==> config.mk <==
export PLATFORM = sky130hd
export DESIGN_NAME = tec8_beat_timer
export DESIGN_NICKNAME = d
export VERILOG_FILES = /design/src/rtl/tec8_timing_pkg.sv /design/src/rtl/tec8_qd_sync.sv /design/src/rtl/tec8_beat_timer.sv
export SDC_FILE = /design/constraint.sdc
export NUM_CORES = 1
export LEC_CHECK = 0
export ABC_CLOCK_PERIOD_IN_PS = 3600
export BUFFER_PORTS_ARGS = -buffer_cell sky130_fd_sc_hd__buf_2
export CAP_MARGIN = 20
export CORE_AREA = 3 3 53 55
export CTS_BUF_LIST = sky130_fd_sc_hd__clkbuf_4 sky130_fd_sc_hd__clkbuf_8 sky130_fd_sc_hd__clkbuf_16
export DETAILED_ROUTE_END_ITERATION = 10
export DIE_AREA = 0 0 56 58
export PLACE_DENSITY = 0.64
export SLEW_MARGIN = 15
export SYNTH_ARGS = -nofsm -noshare
export SYNTH_HDL_FRONTEND = slang
export SYNTH_SLANG_ARGS = --single-unit
==> constraint.sdc <==
create_clock -name CLK -period 3.6 [get_ports CLK]
set_input_delay 0.54 -clock CLK [delete_from_list [all_inputs] [get_ports CLK]]
set_output_delay 0.54 -clock CLK [all_outputs]
set_load 0.01 [all_outputs]
==> src/rtl/tec8_timing_pkg.sv <==
// Shared beat/phase encodings and counter sizing for the TEC-8 beat timer.
package tec8_timing_pkg;

  typedef enum logic [1:0] {HALT, W1, W2, W3} beat_t;
  typedef enum logic [1:0] {T1, T2, T3} phase_t;

  // Bits needed to count 0..n-1; a single-clock phase still gets one bit.
  function automatic int cnt_w(input int n);
    return (n <= 2) ? 1 : $clog2(n);
  endfunction

endpackage

==> src/rtl/tec8_qd_sync.sv <==
// Synchronizes the asynchronous console start level QD and emits a one-clock
// pulse on each rising edge that follows an observed low level.
module tec8_qd_sync #(
  parameter int QD_SYNC = 2
) (
  input  logic CLK,
  input  logic CLR,
  input  logic QD,
  output logic pulse
);

  logic [QD_SYNC-1:0] sync_q;
  logic [QD_SYNC-1:0] fill_q;
  logic               prev_q;

  // prev_q resets high and only tracks samples that have crossed the whole
  // chain, so a QD held high through reset must fall before it can start a run.
  always_ff @(posedge CLK) begin
    if (CLR) begin
      sync_q <= '0;
      fill_q <= '0;
      prev_q <= 1'b1;
    end else begin
      sync_q <= {sync_q[QD_SYNC-2:0], QD};
      fill_q <= {fill_q[QD_SYNC-2:0], 1'b1};
      if (fill_q[QD_SYNC-1]) prev_q <= sync_q[QD_SYNC-1];
    end
  end

  assign pulse = fill_q[QD_SYNC-1] & sync_q[QD_SYNC-1] & ~prev_q;

endmodule

==> src/rtl/tec8_beat_timer.sv <==
// W1/W2/W3 beat and T1/T2/T3 sub-phase generator for the hardwired controller.
// Optional single-beat mode with STEP input when TEC8_STEP_EN is defined.
module tec8_beat_timer #(
  parameter int T_CLKS  = 1,
  parameter int QD_SYNC = 2
) (
  input  logic CLK,
  input  logic CLR,
  input  logic QD,
  input  logic SHORT,
  input  logic LONG,
  input  logic STOP,
`ifdef TEC8_STEP_EN
  input  logic STEP,
`endif
  output logic RUN,
  output logic W1,
  output logic W2,
  output logic W3,
  output logic T1,
  output logic T2,
  output logic T3,
  output logic BEAT_END
);
  import tec8_timing_pkg::*;

  localparam int            CW       = cnt_w(T_CLKS);
  localparam logic [CW-1:0] CNT_LAST = CW'(T_CLKS - 1);

  beat_t         beat, beat_n, follow;
  phase_t        phase, phase_n;
  logic [CW-1:0] cnt, cnt_n;
  logic          qd_pulse;
`ifdef TEC8_STEP_EN
  beat_t         resume, resume_n;
`endif

  tec8_qd_sync #(.QD_SYNC(QD_SYNC)) u_qd_sync (
    .CLK   (CLK),
    .CLR   (CLR),
    .QD    (QD),
    .pulse (qd_pulse)
  );

  always_comb begin
    beat_n  = beat;
    phase_n = phase;
    cnt_n   = cnt;
`ifdef TEC8_STEP_EN
    resume_n = resume;
`endif
    unique case (beat)
      tec8_timing_pkg::W1: follow = SHORT ? tec8_timing_pkg::W1 : tec8_timing_pkg::W2;
      tec8_timing_pkg::W2: follow = LONG ? tec8_timing_pkg::W3 : tec8_timing_pkg::W1;
      default:             follow = tec8_timing_pkg::W1;
    endcase

    if (beat == tec8_timing_pkg::HALT) begin
      if (qd_pulse) begin
`ifdef TEC8_STEP_EN
        beat_n = resume;
`else
        beat_n = tec8_timing_pkg::W1;
`endif
        phase_n = tec8_timing_pkg::T1;
        cnt_n   = '0;
      end
    end else if (cnt != CNT_LAST) begin
      cnt_n = cnt + 1'b1;
    end else begin
      cnt_n = '0;
      unique case (phase)
        tec8_timing_pkg::T1: phase_n = tec8_timing_pkg::T2;
        tec8_timing_pkg::T2: phase_n = tec8_timing_pkg::T3;
        default:             phase_n = tec8_timing_pkg::T1;
      endcase
      // End of beat: the only point where controller requests are honoured.
      if (phase == tec8_timing_pkg::T3) begin
        if (STOP) begin
          beat_n = tec8_timing_pkg::HALT;
`ifdef TEC8_STEP_EN
          resume_n = tec8_timing_pkg::W1;
        end else if (STEP) begin
          beat_n   = tec8_timing_pkg::HALT;
          resume_n = follow;
`endif
        end else begin
          beat_n = follow;
        end
      end
    end
  end

  always_ff @(posedge CLK) begin
    if (CLR) begin
      beat     <= tec8_timing_pkg::HALT;
      phase    <= tec8_timing_pkg::T1;
      cnt      <= '0;
`ifdef TEC8_STEP_EN
      resume   <= tec8_timing_pkg::W1;
`endif
      RUN      <= 1'b0;
      W1       <= 1'b0;
      W2       <= 1'b0;
      W3       <= 1'b0;
      T1       <= 1'b0;
      T2       <= 1'b0;
      T3       <= 1'b0;
      BEAT_END <= 1'b0;
    end else begin
      beat     <= beat_n;
      phase    <= phase_n;
      cnt      <= cnt_n;
`ifdef TEC8_STEP_EN
      resume   <= resume_n;
`endif
      RUN      <= (beat_n != tec8_timing_pkg::HALT);
      W1       <= (beat_n == tec8_timing_pkg::W1);
      W2       <= (beat_n == tec8_timing_pkg::W2);
      W3       <= (beat_n == tec8_timing_pkg::W3);
      T1       <= (beat_n != tec8_timing_pkg::HALT) && (phase_n == tec8_timing_pkg::T1);
      T2       <= (beat_n != tec8_timing_pkg::HALT) && (phase_n == tec8_timing_pkg::T2);
      T3       <= (beat_n != tec8_timing_pkg::HALT) && (phase_n == tec8_timing_pkg::T3);
      BEAT_END <= (beat_n != tec8_timing_pkg::HALT) && (phase_n == tec8_timing_pkg::T3) &&
                  (cnt_n == CNT_LAST);
    end
  end

endmodule

==> results.ini <==
[worst_setup_path]
crit_end=T3
worst-endpoint-required_ps=3820
worst_ep_arrival_time_ps=2250
largest_stage_delay_on_the_critical_path_ps=690
timing_worst_setup_path_type=reg2reg
crit_path_max_fanout=13
crit_path_top_delay_cell=or4b_2
r2r_setup_slack_ps=1570
critical_path_buf_inv_count=1
cp.depth=6
r2r_cells=6
timing.rr.end=T3
crit_path_end_kind=flop
crit_path_cells=inv_1 -> ha_1 -> or4b_2 -> o21ai_0 -> a31oi_1 -> a211oi_1
cp-startpoint=beat[1]
cp_top_family=simple AND/OR/NAND/NOR gates
critical_path.reg2reg.startpoint=beat[1]
crit_path_start_kind=flop

[placed_design]
weighted_congestion_at_the_end_of_routability_driven_global_placement=0.7978
portBuffers=13
pre_cts_ws_ps=1584
placedInstanceArea_um2=905.9
place.detailed.hpwl_um=1020

[synth]
synth_largest_type_area_fraction=0.4324
yosysWarningCount=0
synth_fp_nets=89
part_of_the_yosys_area_used_for_sequential_elements=0.4324
synth-async-reset-ratio=0
synth_cell_types=36
synthesis.area_um2=833.3
synth_enable_flop_cells=0
synth_top_cell_by_area=dfxtp_1
synthMostInstantiatedCell=dfxtp_1
synth_top_cells_by_count=18 x dfxtp_1, 6 x a21oi_1, 5 x inv_1, 5 x nor2_1
post_synth.cell_area_avg_um2=10.42
post_synthesis_instance_total=80
dominant_synthesized_flop_cell=dfxtp_1
synthTopCellsByArea=dfxtp_1 43%, ha_1 4.5%, a21oi_1 3.6%
number_of_synthesized_register_bits=18

[route]
drt_first_iter_violations=21
dr_total_vias=592
drc=0
routedWlPerCell_um=11.09
antenna_violating_nets_post_route=0
drt_first_pass_iters=4
post_drt_via_cell_ratio=4.813
wirelength_um=1364

[floorplanning]
floorplan.die.width_um=56
start_util=0.3426
die-area_um2=3248
die_y_um=58
io_pins=14
core_area_um2=2432
fp-row-count=18

[cells_and_area]
final_layout_size_suffix_gt1_frac=0.3011
nets=103
final_core_utilization=0.3873
fillCellCount=238
antenna_cells_inserted=0
final_area_um2=942.2
synthToLayoutAreaGrowth_pct=13.06

[cts]
cts_tree=built
cts.repair.resized=0
root_buffer=clkbuf_4
cts_setup_buffers=0
hold_buffers=0
insertion_delay_ps=300
h_tree_depth=1
numCtsBuffers=3
ctsLongestPathBuffers=2
tritoncts_num_sinks=18
clk_pin_slew_ps=100

[timing]
post-route-min-period_ps=2031
setup_viol=0
setup_slack_ps=1569
final-max-slew-violation-count=0
rsz0062_at_grt=false
clock-skew-final_ps=2.517
tightest_slew_ps=521.2
maxSlewHeadroom=0.6525
finalSetupTns_ps=0
hold-worst-slack_ps=444.4
finalHoldViolations=0
final_critical_path_share_of_the_clock_period=0.5641
timing.fmax_mhz=492.4

[power]
pwr_cell_area_nw_per_um2=435.0
power.static_leakage_uw=0.0003603
max-vdd-ir-drop_uv=206.8

[job]
max_cap_viol_count=0

[global_routing]
groute.usage.overall=0.08759
first_global_vias=502
antenna_violations_before_repair=0
wire_length_of_the_first_global_routing_pass_um=2201
grt-ovfl-total=0
grt_max_degree=16

[hold_path]
holdCritPathClass=in2reg

[status]
status=finished, final reports clean

layer usage:
layer / up-vias / global-route usage / part of all wire
met2: 16 / 0.1436 / 0.48
met5: - / 0 / 0
met4: 0 / 0.05085 / 0.018
met1: 263 / 0.1056 / 0.45
li1: 310 / - / -
met3: 3 / 0.02004 / 0.042
cell type report:
type	count	area (um^2)	area share
Clock buffer	4	36.28	0.03851
Inverter	5	18.77	0.01992
Multi-Input combinational cell	53	424.2	0.4502
Sequential cell	18	360.3	0.3825
Tap cell	30	37.54	0.03984
Timing Repair Buffer	13	65.06	0.06906
how the worst min path moves through the flow:
stage / start / end / slack [ps] / cells past startpoint
floorplan: u_qd_sync.fill_q[0] / u_qd_sync.fill_q[1] / 410 / 1
global placement: u_qd_sync.fill_q[0] / u_qd_sync.fill_q[1] / 420 / 1
detailed placement: u_qd_sync.sync_q[0] / u_qd_sync.sync_q[1] / 430 / 1
CTS: QD / u_qd_sync.sync_q[0] / 440 / 2
global route: QD / u_qd_sync.sync_q[0] / 450 / 2
finish: QD / u_qd_sync.sync_q[0] / 440 / 2
placed cells by master (no fill, tap or decap), types with 2 or more instances in the layout:
master    count
dfxtp_1      18
buf_2        13
a21oi_1       6
inv_1         5
nor2_1        5
nand2_1       4
nor3_1        4
nor2b_1       3
nand2b_1      3
ha_1          3
clkbuf_4      3
a211oi_1      2
cell families after synthesis:
kind of cell / share of synthesized area
muxes: 0.02553
buffers and inverters: 0.05855
and+or+nand+nor: 0.2102
AOI/OAI and AO/OA: 0.2282
DFF: 0.4324
adders and majority gates: 0.04505
power by group:
group          leakage (uW)  switching (uW)  internal (uW)
registers          0.000147            6.38            210
clock network     0.0000210            62.5           61.7
logic              0.000193            40.7           28.9
sequential cells by signal (all words and copies together) (netlist names), 2 cells and up:
name and count:
beat 2, u_qd_sync.sync_q 2, phase 2, u_qd_sync.fill_q 2
stage by stage:
| stage | total power, uW | instances |
|---|---|---|
| 6_report | 409.8 | 123 |
| 5_1_grt | 431.6 | 123 |
| 4_1_cts | 414.1 | 123 |
| 3_5_place_dp | 291.0 | 119 |
| 3_3_place_gp | 290.6 | 119 |
| 2_1_floorplan | 276.5 | 80 |
Power figures use the tool's default switching activity.
